`config.mk`:
```
export PLATFORM = sky130hd
export DESIGN_NAME = wb_lsu_master
export DESIGN_NICKNAME = d
export VERILOG_FILES = /design/src/rtl/wb_lsu_master.sv
export SDC_FILE = /design/constraint.sdc
export NUM_CORES = 1
export LEC_CHECK = 0
export ABC_AREA = 1
export BUFFER_PORTS_ARGS = -buffer_cell sky130_fd_sc_hd__buf_2
export CORE_AREA = 4 4 117 119
export DETAILED_ROUTE_END_ITERATION = 10
export DIE_AREA = 0 0 121 123
export PLACE_DENSITY = 0.87
export SLEW_MARGIN = 10
export SYNTH_ARGS = -nofsm -noshare
export SYNTH_HDL_FRONTEND = slang
export SYNTH_SLANG_ARGS = --single-unit
```
`constraint.sdc`:
```
create_clock -name i_clk -period 2 [get_ports i_clk]
set_input_delay 0.4 -clock i_clk [delete_from_list [all_inputs] [get_ports i_clk]]
set_output_delay 0.4 -clock i_clk [all_outputs]
set_load 0.03 [all_outputs]
```
`src/rtl/wb_lsu_master.sv`:
```
// Load/store unit that turns one core request into a single Wishbone classic cycle with lane steering and load extension.
// Latency: 3 cycles minimum (accept, one BUS cycle, RESP pulse); o_req_ready is high only in IDLE, so requests are never pipelined.
module wb_lsu_master #(
    parameter int unsigned TIMEOUT = 255
) (
    input  logic        i_clk,
    input  logic        i_rst,
    input  logic        i_req_valid,
    output logic        o_req_ready,
    input  logic        i_req_we,
    input  logic [31:0] i_req_addr,
    input  logic [1:0]  i_req_size,
    input  logic        i_req_unsigned,
    input  logic [31:0] i_req_wdata,
    output logic        o_rsp_valid,
    output logic [31:0] o_rsp_rdata,
    output logic        o_rsp_err,
    output logic        o_wb_cyc,
    output logic        o_wb_stb,
    output logic        o_wb_we,
    output logic [31:0] o_wb_addr,
    output logic [3:0]  o_wb_sel,
    output logic [31:0] o_wb_data,
    input  logic [31:0] i_wb_data,
    input  logic        i_wb_ack
);

    typedef enum logic [1:0] {
        S_IDLE = 2'd0,
        S_BUS  = 2'd1,
        S_RESP = 2'd2
    } state_t;

    localparam logic [8:0] TIMEOUT_W = 9'(TIMEOUT);

    state_t      state_q, state_d;
    logic        we_q, we_d;
    logic [31:0] addr_q, addr_d;
    logic [1:0]  size_q, size_d;
    logic        uns_q, uns_d;
    logic [3:0]  sel_q, sel_d;
    logic [31:0] wdat_q, wdat_d;
    logic [31:0] rdata_q, rdata_d;
    logic        err_q, err_d;
    logic [7:0]  cnt_q, cnt_d;

    logic        req_misaligned;
    logic [3:0]  req_sel;
    logic [31:0] req_wdat;
    logic [31:0] rd_shift;
    logic [31:0] rd_ext;
    logic [8:0]  cnt_inc;
    logic        bus;

    // Lane steering is resolved at accept so the bus outputs come straight from flops.
    always_comb begin
        req_misaligned = 1'b0;
        req_sel        = 4'b0000;
        req_wdat       = 32'd0;
        case (i_req_size)
            2'b00: begin
                req_sel  = 4'b0001 << i_req_addr[1:0];
                req_wdat = {24'd0, i_req_wdata[7:0]} << {i_req_addr[1:0], 3'b000};
            end
            2'b01: begin
                req_misaligned = i_req_addr[0];
                req_sel        = i_req_addr[1] ? 4'b1100 : 4'b0011;
                req_wdat       = {16'd0, i_req_wdata[15:0]} << {i_req_addr[1], 4'b0000};
            end
            2'b10: begin
                req_misaligned = |i_req_addr[1:0];
                req_sel        = 4'b1111;
                req_wdat       = i_req_wdata;
            end
            default: req_misaligned = 1'b1;
        endcase
    end

    always_comb begin
        rd_shift = i_wb_data >> {addr_q[1:0], 3'b000};
        case (size_q)
            2'b00:   rd_ext = uns_q ? {24'd0, rd_shift[7:0]}  : {{24{rd_shift[7]}}, rd_shift[7:0]};
            2'b01:   rd_ext = uns_q ? {16'd0, rd_shift[15:0]} : {{16{rd_shift[15]}}, rd_shift[15:0]};
            default: rd_ext = rd_shift;
        endcase
    end

    always_comb begin
        state_d = state_q;
        we_d    = we_q;
        addr_d  = addr_q;
        size_d  = size_q;
        uns_d   = uns_q;
        sel_d   = sel_q;
        wdat_d  = wdat_q;
        rdata_d = rdata_q;
        err_d   = err_q;
        cnt_d   = cnt_q;
        cnt_inc = {1'b0, cnt_q} + 9'd1;
        case (state_q)
            S_IDLE: begin
                if (i_req_valid) begin
                    we_d    = i_req_we;
                    addr_d  = i_req_addr;
                    size_d  = i_req_size;
                    uns_d   = i_req_unsigned;
                    sel_d   = req_sel;
                    wdat_d  = req_wdat;
                    rdata_d = 32'd0;
                    cnt_d   = 8'd0;
                    err_d   = req_misaligned;
                    state_d = req_misaligned ? S_RESP : S_BUS;
                end
            end
            S_BUS: begin
                // Ack wins over a timeout landing in the same cycle.
                if (i_wb_ack) begin
                    rdata_d = we_q ? 32'd0 : rd_ext;
                    err_d   = 1'b0;
                    state_d = S_RESP;
                end else begin
                    cnt_d = cnt_inc[7:0];
                    if (cnt_inc == TIMEOUT_W) begin
                        rdata_d = 32'd0;
                        err_d   = 1'b1;
                        state_d = S_RESP;
                    end
                end
            end
            S_RESP:  state_d = S_IDLE;
            default: state_d = S_IDLE;
        endcase
    end

    always_ff @(posedge i_clk) begin
        if (i_rst) begin
            state_q <= S_IDLE;
            we_q    <= 1'b0;
            addr_q  <= 32'd0;
            size_q  <= 2'b00;
            uns_q   <= 1'b0;
            sel_q   <= 4'b0000;
            wdat_q  <= 32'd0;
            rdata_q <= 32'd0;
            err_q   <= 1'b0;
            cnt_q   <= 8'd0;
        end else begin
            state_q <= state_d;
            we_q    <= we_d;
            addr_q  <= addr_d;
            size_q  <= size_d;
            uns_q   <= uns_d;
            sel_q   <= sel_d;
            wdat_q  <= wdat_d;
            rdata_q <= rdata_d;
            err_q   <= err_d;
            cnt_q   <= cnt_d;
        end
    end

    assign bus         = (state_q == S_BUS);
    assign o_req_ready = (state_q == S_IDLE) && !i_rst;
    assign o_wb_cyc    = bus;
    assign o_wb_stb    = bus;
    assign o_wb_we     = bus && we_q;
    assign o_wb_addr   = bus ? {addr_q[31:2], 2'b00} : 32'd0;
    assign o_wb_sel    = bus ? sel_q : 4'b0000;
    assign o_wb_data   = bus ? wdat_q : 32'd0;
    assign o_rsp_valid = (state_q == S_RESP);
    assign o_rsp_rdata = o_rsp_valid ? rdata_q : 32'd0;
    assign o_rsp_err   = o_rsp_valid && err_q;

endmodule

```
==> results by group <==
Run status
  – Status: finished with violations
  – Failing checks: negative setup slack

Timing
  – Post-layout min period: 2.01 ns
  – Slew Viols, Final: 0
  – Setup TNS: -0.0152 ns
  – RSZ-0062 raised after global routing: true
  – Endpoints failing setup: 3
  – Relative slew slack: 63.8%
  – Worst slew pin tran: 0.542 ns
  – Clk_skew: 0.00663 ns
  – FMAX: 498 MHz
  – Final Hold Vio Count: 0
  – Final period util: 100%
  – Final WS setup: -0.00910 ns

Detailed routing
  – Vias per inst: 5.20
  – ANT nets after route: 0
  – Iteration-0 DRC Markers: 814
  – Residual DRC: 0
  – Vias post-DR: 7391
  – Per-cell routed wire length: 13.8 µm
  – Pre-antenna DRT Iters: 6
  – Routed WL: 19600 µm

Synthesis
  – Synth top area cells: dfxtp_1, nand2_1, nor2_1
  – Share of synthesized registers carrying an async set or reset: 0%
  – Cell accounting for the most synthesized area: dfxtp_1
  – #FFs+latches synth: 115
  – Synth top area share: 36.5%
  – Seq/Total Area, Yosys: 36.5%
  – Most numerous cell in the Yosys netlist: nand2_1
  – Synth Warn #: 0
  – Main synth FF type: dfxtp_1
  – Synthesized area: 6300 µm²
  – Synth Instances: 1040
  – Post-synth EDFFs: 0
  – Syn Area/Cell: 6.06 µm²
  – Commonest cells post-synth: nand2_1, nor2_1, inv_1
  – Count of cell types in the netlist: 33

Worst setup path
  – Req. time, crit path: 1.60 ns
  – Crit-path max FO: 14
  – Critical Path Sink Type: primary output
  – Reg-to-reg critical path endpoint: rdata_q[16]
  – Crit path launch type: flop
  – Crit Reg-Reg Startpoint: cnt_q[1]
  – R2R depth: 11
  – Setup Crit Path Kind: reg2out
  – Critical Path AT: 1.61 ns
  – Flop2flop setup slack: 0.17 ns

Power
  – Max VDD drop: 0.000585 V
  – Total power: 7.64 mW
  – PwrDens: 902 nW/µm²
  – Leak: 4.11 nW

Die
  – IO Pins: 210
  – Row cnt: 41
  – Die ar.: 14900 µm²
  – Floorplan core area: 12600 µm²
  – Starting Density: 50.1%
  – DIE WIDTH: 121 µm
  – Die height: 123 µm

GRT
  – Global route overflow: 0
  – Largest net degree at the start of global routing: 63
  – Initial antenna violation count: 2
  – First-pass GRT wire length: 30500 µm
  – Number of global-route vias before repair: 6594
  – Total track usage: 25.3%

Cells and area
  – Layout cells sized above 1: 25.1%
  – Post-layout instance area: 8470 µm²
  – Area grow syn2layout: 34.4%
  – # nets final: 1341

Clocking
  – Clk Latency, worst-skew pair: 0.41 ns
  – Largest buffer count on any clock path: 2
  – H-tree lvl count: 4
  – CTS tree: yes
  – Clock Tree Root: clkbuf_16
  – CTS buffer count: 17
  – Clock-pin slew on the worst setup and hold paths: 0.05 ns
  – CTS Sinks: 115

Placed design
  – IO buf count: 207
  – Post-Place Cell Area: 7520 µm²
  – Worst setup slack after placement: 0.161 ns
  – Final GP Congestion: 0.918
  – Hpwl dp: 13500 µm

Worst hold path
  – WHS Endpoint: uns_q
  – Min-delay worst type: in2reg
  – Hold Path Origin: i_req_unsigned
  – Min-Delay Path Depth: 3

Flow run
  – Maxcap violations: 0
worst max-delay path: stages (launching register included):
cell and delay (ns):
dfxtp_4 0.36, clkinv_4 0.06, nor2_4 0.11, clkinvlp_4 0.11, buf_12 0.16, buf_8 0.15, nor2_2 0.11, buf_6 0.14
worst max-delay path by stage:
stage | from | endpoint | slack [ns] | depth (start not counted)
2_1_floorplan | state_q[1] | o_rsp_rdata[10] | -0.01 | 5
3_3_place_gp | i_wb_data[31] | rdata_q[23] | 0.21 | 9
3_5_place_dp | cnt_q[1] | rdata_q[25] | 0.16 | 10
4_1_cts | state_q[1] | o_rsp_rdata[17] | -0.04 | 7
5_1_grt | state_q[1] | o_rsp_rdata[25] | -0.09 | 7
6_report | state_q[1] | o_rsp_rdata[11] | -0.009 | 7
sequential cells by signal, indices dropped and copies added (netlist names), 2 cells and up:
register	flops
addr_q	32
rdata_q	32
wdat_q	32
cnt_q	8
sel_q	4
size_q	2
state_q	2
stage by stage:
| step | util [%] | hold slack (ns) | std cells |
|---|---|---|---|
| final | 67.4 | 0.241 | 1421 |
| after global routing | 67.4 | 0.236 | 1421 |
| after CTS | 66.3 | 0.215 | 1417 |
| after detailed placement | 59.9 | 0.441 | 1383 |
| after global placement | 59.9 | 0.437 | 1383 |
| after floorplan | - | 0.430 | 1041 |
placed cells by master, fill, tap and decap left out, types with 5 or more instances in the layout:
| cell type | Yosys | final |
|---|---|---|
| o22ai_1 | 6 | 6 |
| o21ai_0 | 63 | 63 |
| nand3_1 | 49 | 49 |
| buf_4 | 3 | 30 |
| or2_2 | 5 | 5 |
| buf_2 | 9 | 182 |
| buf_6 | 3 | 18 |
| nand4_1 | 21 | 21 |
| dfxtp_1 | 115 | 113 |
| nand2_1 | 253 | 252 |
| clkbuf_16 | 0 | 18 |
| o221ai_1 | 6 | 6 |
| nor2_2 | 2 | 20 |
| inv_1 | 161 | 159 |
| clkbuf_8 | 0 | 5 |
| a21oi_1 | 91 | 91 |
| nor2_1 | 172 | 150 |
power by group:
part	switching (mW)	total [mW]	internal (mW)	leakage, nW
Combinational	1.17	1.77	0.598	2.84
Clock	1.04	3.29	2.24	0.323
Sequential	0.0740	2.58	2.51	0.945
layout make-up:
class / count / area, µm²
fillers: 1064 / 4100
diodes: 1 / 2.50
flip-flops and latches: 115 / 2310
clock inverters: 9 / 149
repair buffers: 239 / 1490
well taps: 172 / 215
clock buffers: 23 / 498
inverters: 167 / 636
multi-input cells: 695 / 3170
layer usage:
metal	GRT usage [%]	routed length (µm)	part of all wire, %
met1	30.3	7640	39
met4	11.3	567	2.9
met5	0	12	0.061
met2	43.2	9420	48
met3	6.22	1990	10
cell families after synthesis:
family                   Yosys count  share of synthesized area, %
XOR/XNOR                           1                         0.139
other                              1                        0.0595
AO/OA/AOI/OAI                    180                          15.4
buffers and inverters            231                          14.5
flip-flops                       115                          36.5
AND/OR/NAND/NOR                  510                          33.0
adder cells (fa/ha/maj)            2                         0.397
what timing repair did:
item	in CTS	in global routing
pin swaps	1	1
endpoints found under the hold margin	0	0
resized for setup	49	29
setup buffers	2	2
gates cloned	0	1
endpoints found under the setup margin	33	61
hold buffers	0	0
No activity file was read; power rests on OpenSTA's default activity.
